## src/rtl/lab3_pkg.sv

```systemverilog
// Shared constants for the lab 3 response checker: FSM encoding, run length,
// default signature polynomial and seed.
package lab3_pkg;

  localparam logic [1:0] ST_IDLE = 2'd0;
  localparam logic [1:0] ST_RUN  = 2'd1;
  localparam logic [1:0] ST_DONE = 2'd2;

  localparam int          NVEC_DEF = 64;
  localparam logic [15:0] POLY_DEF = 16'h8005;
  localparam logic [15:0] SIG_SEED = 16'hFFFF;

  // a is the MSB of the applied vector, f the LSB
  function automatic logic [5:0] packVec(input logic a, input logic b, input logic c,
                                         input logic d, input logic e, input logic f);
    return {a, b, c, d, e, f};
  endfunction

endpackage

```

## src/rtl/lab3_sig_lfsr.sv

```systemverilog
// 16-bit serial-input signature register compacting the y stream of a run.
module lab3_sig_lfsr
  import lab3_pkg::*;
#(
  parameter logic [15:0] POLY = POLY_DEF
) (
  input  logic        clk,
  input  logic        rst,
  input  logic        clr,
  input  logic        en,
  input  logic        din,
  output logic [15:0] sig
);

  // clr has priority so a restart coinciding with a strobe reseeds cleanly
  always_ff @(posedge clk or posedge rst) begin
    if (rst) begin
      sig <= SIG_SEED;
    end else if (clr) begin
      sig <= SIG_SEED;
    end else if (en) begin
      sig <= {sig[14:0], 1'b0} ^ ((sig[15] ^ din) ? POLY : 16'h0000);
    end
  end

endmodule

```

## config.mk

```make
export PLATFORM = sky130hd
export DESIGN_NAME = lab3_sig_lfsr
export DESIGN_NICKNAME = d
export VERILOG_FILES = /design/src/rtl/lab3_pkg.sv /design/src/rtl/lab3_sig_lfsr.sv
export SDC_FILE = /design/constraint.sdc
export NUM_CORES = 1
export LEC_CHECK = 0
export CAP_MARGIN = 20
export CORE_UTILIZATION = 30
export DETAILED_ROUTE_END_ITERATION = 7
export PLACE_DENSITY = 0.57
export SETUP_SLACK_MARGIN = 0.2
export SYNTH_ARGS = -nofsm -noshare
export SYNTH_HDL_FRONTEND = slang
export SYNTH_SLANG_ARGS = --single-unit
```

## constraint.sdc

```tcl
create_clock -name clk -period 1.6 [get_ports clk]
set_input_delay 0.32 -clock clk [delete_from_list [all_inputs] [get_ports clk]]
set_output_delay 0.32 -clock clk [all_outputs]
set_load 0.01 [all_outputs]
```

Word-level counts from Yosys, hierarchy flattened

Cells that the tools add are included.

Flip-flop bits (word level): 16
Latch bits: 0
Bits in writable memories: 0
ROM bits: 0
Bits of input ports: 5
Output and inout bits: 16
Memories: 0

Add/sub/neg operators: 0
Multiply operators: 0
Div/mod/pow operators: 0
Order comparisons: 0
Equality and inequality tests: 0
Shift operators: 0
Multiplexer cells: 3
Bitwise logic cells: 2
Reduce and logical (&&, ||, !) cells: 1

Operators with widths:

| cell               | number |
|---|---|
| $mux W16           | 3 |
| $xor A16 B16 Y16   | 1 |
| $reduce_bool A2 Y1 | 1 |
| $xor A1 B1 Y1      | 1 |

Logic depth before layout (Yosys ltp)

Gate-level depths: netlist (run 1).

Depth after elaboration: 5
Mapped depth: 4
Depth with buffers taken out: 3

Least setup slack after synthesis (run 1)

No wires, ideal clock.

Kind: register to register
Start: reg sig[14]
End: reg sig[15]
Library setup time: 88 ps
Data arrival time: 1,074 ps
Data required time: 1,512 ps
Setup slack: 438 ps
Cell stages (with the launch flop): 4
Period minus slack after synthesis: 1,162 ps
Cells stage by stage: dfstp_2 xnor2_1 nor3_1 or3b_1

Word-level cells in the longest chain between the ends: 3

RTL lines:

| element                | RTL line            | source |
|---|---|---|
| from (decl)            | lab3_sig_lfsr.sv:12 | `output logic [15:0] sig` |
| from (signal assigned) | lab3_sig_lfsr.sv:22 | `sig <= {sig[14:0], 1'b0} ^ ((sig[15] ^ din) ? POLY : 16'h0000);` |
| $xor A16 B16 Y16       | lab3_sig_lfsr.sv:22 |  |
| $mux W16               | lab3_sig_lfsr.sv:21 | `end else if (en) begin` |
| $mux W16               | lab3_sig_lfsr.sv:19 | `end else if (clr) begin` |

Every way passes these cells. The select of a mux whose other input is x is not followed.
A chain may end at the register's enable or synchronous reset.

Worst setup path in the final report (run 1)

Start: reg sig[1]
End: out sig[1]

No word-level cell between the ends.

==> impl_results.md, run 1 <==
- Worst path slowest cell: dfstp_2
- Avg WL per Cell: 12.63 um
- Setup TNS: 0 ps
- Placed cell areas: just under 0.001 sq mm
- Std cell rows: 17
- Final instance area: about 990 sq um
- Clock-pin transition on the worst setup and hold timing paths: roughly 100 ps
- Clock sinks: 16
- Switching share of power: ~25%
- Post-DP HPWL: 1.072 mm
- Vias in the first global route: approximately 570
- Status: finished clean
- Relative slew slack: 83.11%
- Synthesized area: between 700 and 800 sq um
- #FFs+latches synth: 16
- CP max FO: 2
- Tcrit/Tclk final: 85.50%
- DRT iter0 DRCs: 6
- Crit. End Element: output pin
- Bufs and invs on worst path: 1
- GP Congestion: 0.7027
- Diode count: 0
- Largest family of logic cells by synthesized area: compound AO/OA/AOI/OAI gates
- Input/output buffers: 20
- Max stage delay on crit path: 550 ps
- Largest register FFs: 16
- Met3 wire len: approximately 42 um
- Net Switching: around 230 uW
- Register area: approximately 420 sq um
- Synth Area in Simple Gates: roughly 15%
- Die area: 0.002563 sq mm
- Clock share of power: between 20 and 30%
- Area added between synthesis and finish: 39.15%
- First drt pass iteration count: 4
- Crit path launch type: register
- Overflow left after global routing: 0
- Fin Clk Skew: 6.819 ps
- Internal power: approximately 700 uW
- Fin. max-slew vios: 0
- Leak pwr: just over 0.4 nW
- Gr usage total: between 10% and 20%
- Num ports: 21
- Mean Syn Cell Area: 12.23 sq um
- Synth top area share: about 59%
- Multi-input logic area: 265.3 sq um
- Fillers: 217
- Crit Path Class: register to output pin
- Highest routed layer: met4
- Syn_nets: 63
- First-pass GRT wire length: between 2 and 3 mm
- Core area: around 0.0022 sq mm
- Largest regs: sig (16)
- Wirelength, routed: between 1.5 and 2 mm
- Post-synthesis compound-gate area fraction: between 10% and 20%
- Clock Latency Late Sink: 290 ps
- Clock buffer depth: 2
- Antenna violations before repair: 0
- Maximum vdd ir drop: between 0.0003 and 0.0004 V
- TritonCTS Buffers: 3
- F_max: roughly 0.73 GHz
- Sequential share of power: 51.7%
- Share of cells above drive strength 1: 54.95%
- Unrepaired setup endpoints after global routing: false
- # H-tree levels: 1
- Hold Vio Cnt, Final: 0
- Total number of vias: around 560
- Root Driver: clkbuf_4
- Finish-stage setup viols: 0
- CP top delay family: flip-flops
- Synth unique cells: 18
- Metal-1 WL: between 700 and 800 um
- Crit-path cells: clkdlybuf4s15_2
- Hold WC Path Type: input port to async pin
- Final min period: ~1400 ps
- CTS tree: built
- Power Dens Cells: roughly 900 mW/mm^2
- WL met2: about 730 um
- Mux contribution to synthesized area: 0%
- Largest net degree at the start of global routing: 11
- Die height: around 50 um
- Cells after synthesis: 58
- Syn. warnings: 0
- Largest area contributor in the synthesized netlist: dfstp_2
- DRC violation count after routing: 0
- Die X: roughly 51 um
- Logic pwr share: 18.6%
- Fin nets: 97
- Detail Route Antenna Nets: 0
- Most flops, register: sig
- Post-Synth Adder-Cell Area: 0%
- Crit path arrival time: ~1100 ps
- Max-Cap Viols: 0
- CP Data Required Time: ~1300 ps
- Initial Util: roughly a third
- XOR/XNOR Fraction of Synth Area: between 3 and 4%
- Most area-consuming cells after synthesis: dfstp_2, a211o_1, and2_1
- Worst-margin pin slew: roughly 250 ps
- Sequential-to-total area share from yosys stat: 59.26%
- Vias per inst: about 4.7
==> timing repair <==
action                                  CTS  global route
hold buffers                              0             0
setup buffers                             3             2
pin swaps                                 0             0
endpoints found under the setup margin   16            15
resized for setup                        45            14
==> metrics by stage <==
| step | power [mW] | utilization (%) | setup slack, ps | std cells | hold WS [ps] |
|---|---|---|---|---|---|
| 2_1_floorplan | 0.5625 | - | 438.3 | 58 | 422.0 |
| 3_3_place_gp | 0.6560 | 44.34 | 117.2 | 110 | 550.5 |
| 3_5_place_dp | 0.6582 | 44.34 | 106.8 | 110 | 568.1 |
| 4_1_cts | 0.9335 | 47.74 | 178.9 | 117 | 489.6 |
| 5_1_grt | 0.9565 | 44.63 | 195.3 | 119 | 530.8 |
| 6_report | 0.9071 | 44.63 | 232.0 | 119 | 477.2 |
==> per-layer routing <==
metal | vias up | global-route usage (%)
li1 | 268 | -
met1 | 279 | 18.08
met2 | 8 | 22.00
met3 | 2 | 3.030
met4 | 0 | 8.333
met5 | - | 0
==> layout by cell type, fill, tap and decap left out, types with 2 or more instances in the layout <==
| cell type | netlist | layout |
|---|---|---|
| a211o_1 | 13 | 13 |
| a21oi_1 | 2 | 2 |
| and2_1 | 10 | 10 |
| buf_2 | 1 | 11 |
| buf_4 | 1 | 12 |
| clkbuf_2 | 0 | 3 |
| clkbuf_4 | 0 | 3 |
| clkdlybuf4s15_2 | 0 | 2 |
| clkdlybuf4s50_1 | 0 | 4 |
| dfstp_2 | 16 | 16 |
| nor2b_1 | 3 | 3 |
| xnor2_1 | 2 | 2 |
==> kinds of logic after synthesis <==
group,after synthesis
compound gates,17
simple gates,17
flops,16
buf+inv,5
xor+xnor,3
==> worst reg2reg max path, cell delays in order (launching register included) <==
cell     delay [ps]
dfstp_2         540
buf_4           110
xnor2_1         130
nor3_1           60
or3b_1          340
==> power groups by stage <==
| stage | Clock [mW] | Combinational [mW] | Sequential, mW |
|---|---|---|---|
| after global placement | 0 | 0.175 | 0.481 |
| after detailed placement | 0 | 0.177 | 0.482 |
| after floorplan | 0 | 0.0708 | 0.492 |
| final | 0.269 | 0.169 | 0.469 |
| after CTS | 0.282 | 0.178 | 0.473 |
| after global routing | 0.295 | 0.187 | 0.474 |
==> worst paths after layout <==
kind | start | slack [ps] | cells after the start | end
worst max-delay path | sig[1]$_DFFE_PP1P_ | 230 | 1 | sig[1]
worst min-delay path | rst | 480 | 2 | sig[6]$_DFFE_PP1P_
worst max register to register | sig[14]$_DFFE_PP1P_ | 350 | 4 | sig[15]$_DFFE_PP1P_
worst min register to register | sig[2]$_DFFE_PP1P_ | 580 | 2 | sig[2]$_DFFE_PP1P_
max in group asynchronous | rst | 850 | 3 | sig[13]$_DFFE_PP1P_
min in group clk | sig[2]$_DFFE_PP1P_ | 580 | 2 | sig[2]$_DFFE_PP1P_
==> synthesized netlist by cell type <==
master,count
a211o_1,13
a21oi_1,2
and2_1,10
buf_2,1
buf_4,1
clkbuf_1,1
dfstp_2,16
inv_1,1
inv_2,1
nor2_1,1
nor2b_1,3
nor3_1,1
o21ai_0,1
o21ai_1,1
or2_2,1
or3b_1,1
xnor2_1,2
xor2_1,1
==> cell type report <==
cell class / count / area share [%]
multi-input cells: 37 / 26.87
clock buffers: 4 / 3.676
inverters: 2 / 0.7605
flip-flops and latches: 16 / 42.59
repair buffers: 32 / 22.56
well taps: 28 / 3.549
Power figures use the tool's default switching activity.
==> inputs of run 2 (changes only) <==
--- a/config.mk
+++ b/config.mk
@@ -8,6 +8,8 @@
 export CAP_MARGIN = 20
 export CORE_UTILIZATION = 30
 export DETAILED_ROUTE_END_ITERATION = 7
+export GPL_TIMING_DRIVEN = 0
+export HOLD_SLACK_MARGIN = 0.08
 export PLACE_DENSITY = 0.57
 export SETUP_SLACK_MARGIN = 0.2
 export SYNTH_ARGS = -nofsm -noshare
==> run 2 against run 1 <==
  * Register-to-register slack worse by 20 ps
  * Total power down 7.9%
  * First-iteration DRC count up 17%
  * Largest power group unchanged
  * Sequential share of layout area up 2.6 points
  * Worst setup slack better by 3.4 ps
  * Critical path depth unchanged
  * Non-clock buffer count down 6
  * Cell area down 5.8%
  * Critical endpoint is now sig[13]
  * Utilization down 2.6 points
  * Cell count down 5.9%
  * Global-route usage down 0.58 points
==> impl_results.md, run 2 (synthesized netlist as in run 1, its figures left out) <==
- Status: finished clean
- Hold depth: 3
- Overflow left after global routing: 0 (unchanged)
- GP Congestion: 0.6794 (-3.3%)
- Initial Util: 32.07% (unchanged)
- Relative slew slack: 60.36% (-23 points)
- Crit Path Class: register to output pin
- Largest regs: sig (16)
- Max stage delay on crit path: 540 ps (about the same)
- Detail Route Antenna Nets: 0 (unchanged)
- Max-Cap Viols: 0 (unchanged)
- Area added between synthesis and finish: 31.04%
- Tcrit/Tclk final: 85.29% (-0.21 points)
- Clock-pin transition on the worst setup and hold timing paths: 90 ps (about the same)
- Register area: 420.4 sq um (unchanged)
- Multi-input logic area: 265.3 sq um (unchanged)
- CP top delay family: flip-flops
- Finish-stage setup viols: 0 (unchanged)
- DRC violation count after routing: 0 (unchanged)
- Final Util: 42.02% (-2.6 points)
- RR Startpoint: sig[14]$_DFFE_PP1P_
- Gr usage total: 13.64% (-0.58 points)
- Antenna violations before repair: 0 (unchanged)
- Core area: 0.002212 sq mm (unchanged)
- Clock sinks: 16 (unchanged)
- Vias in the first global route: 536 (-6.1%)
- Worst path slowest cell: dfstp_2
- Hold WC Path Type: input port to register
- Share of cells above drive strength 1: 48.81% (-6.1 points)
- Leak pwr: 0.3940 nW (-5.1%)
- Vias per inst: 4.813 (+2.8%)
- DRT iter0 DRCs: 7 (+1)
- Reg2reg setup slack: 330 ps (-20 ps)
- Bufs and invs on worst path: 1 (unchanged)
- Unrepaired setup endpoints after global routing: false
- Clock Latency Late Sink: 280 ps (about the same)
- Final min period: 1365 ps (-3.387 ps)
- Placed cell areas: 944.7 sq um (-3.7%)
- Input/output buffers: 20 (unchanged)
- Die X: 50.63 um (unchanged)
- Maximum vdd ir drop: 0.0004847 V (+29%)
- Worst-margin pin slew: 594.0 ps (+341.0 ps)
- Total number of vias: 539 (-3.2%)
- Hold Vio Cnt, Final: 0 (unchanged)
- First drt pass iteration count: 4 (unchanged)
- Wirelength, routed: 1.525 mm (+1.5%)
- Crit. End Element: output pin
- Num ports: 21 (unchanged)
- Crit path arrival time: 1040 ps (about the same)
- Crit-path cells: clkdlybuf4s15_1
- Std cell rows: 17 (unchanged)
- Die area: 0.002563 sq mm (unchanged)
- # H-tree levels: 1 (unchanged)
- Crit path launch type: register
- CP Data Required Time: 1280 ps (about the same)
- Largest register FFs: 16 (unchanged)
- First-pass GRT wire length: 2.559 mm (-3.4%)
- Fin nets: 91 (-6.2%)
- CP max FO: 3 (+1)
- Commonest non-fill, non-tap cells in the layout: dfstp_2, a211o_1, clkbuf_2, and2_1, buf_4
- Fin. max-slew vios: 0 (unchanged)
- Diode count: 0 (unchanged)
- Fillers: 236 (+8.8%)
- Most flops, register: sig
- TritonCTS Buffers: 3 (unchanged)
- R2R Path End: sig[15]$_DFFE_PP1P_
- Largest net degree at the start of global routing: 17 (+6)
- Root Driver: clkbuf_4
- Worst Hold Launch: en
- Power Dens Cells: 898.4 mW/mm^2 (-2.2%)
- Clock buffer depth: 2 (unchanged)
- Die height: 50.63 um (unchanged)
- Commonest non-fill, non-tap cell in the layout: dfstp_2
- Final instance area: 929.6 sq um (-5.8%)
- WHS Endpoint: sig[1]$_DFFE_PP1P_
- Fin Clk Skew: 1.785 ps (-5.034 ps)
- F_max: 0.7328 GHz (+0.25%)
- Avg WL per Cell: 13.62 um (+7.8%)
- FF-to-FF path depth: 4 (unchanged)
- CTS tree: built
run 2: worst min-delay path: stages:
cell and delay (ps):
dlymetal6s2s_1 220, nor2b_1 140, a211o_1 100
run 2: per-layer routing:
layer | up-vias | wire length (um) | global-route usage [%]
li1 | 256 | - | -
met1 | 257 | 690 | 18.89
met2 | 20 | 738 | 20.44
met3 | 6 | 75 | 2.121
met4 | 0 | 21 | 6.944
met5 | - | 0 | 0
run 2: area by class of cell:
type | count | area share, %
plain buffers | 3 | 1.750
well taps | 28 | 3.769
clock buffers | 3 | 2.423
inverters | 2 | 0.8075
repair buffers | 23 | 17.50
multi-input cells | 37 | 28.53
flip-flops and latches | 16 | 45.22
run 2: what timing repair did:
item                                   in CTS  in global routing
pin swaps                                   0                  0
setup endpoints to repair                  16                 25
buffers inserted                            0                  3
endpoints found under the hold margin       0                  0
resized for setup                          36                 14
hold buffers                                0                  0
run 2: worst max path at each step:
stage                                    from  slack (ps)  cells past startpoint                   to
after CTS                 sig[15]$_DFFE_PP1P_         180                      1              sig[15]
after global routing      sig[13]$_DFFE_PP1P_         200                      1              sig[13]
final                     sig[13]$_DFFE_PP1P_         240                      1              sig[13]
after detailed placement                   en         -80                      4   sig[6]$_DFFE_PP1P_
after global placement                     en        -100                      4   sig[6]$_DFFE_PP1P_
after floorplan           sig[14]$_DFFE_PP1P_         440                      3  sig[15]$_DFFE_PP1P_
run 2: stage by stage:
step | instances | setup slack [ps] | TNS, ps | hold slack, ps | power, mW
after floorplan | 58 | 438.3 | 0 | 422.0 | 0.5625
final | 112 | 235.3 | 0 | 535.0 | 0.8351
after global routing | 112 | 201.1 | 0 | 566.3 | 0.8807
after detailed placement | 106 | -81.75 | -634.3 | 549.7 | 0.6480
after global placement | 106 | -99.86 | -828.1 | 549.7 | 0.6454
after CTS | 109 | 181.3 | 0 | 564.3 | 0.8490
run 2: power by group:
group,internal [mW],switching (mW)
clock,0.0872,0.123
combinational,0.0768,0.0759
sequential,0.453,0.0196
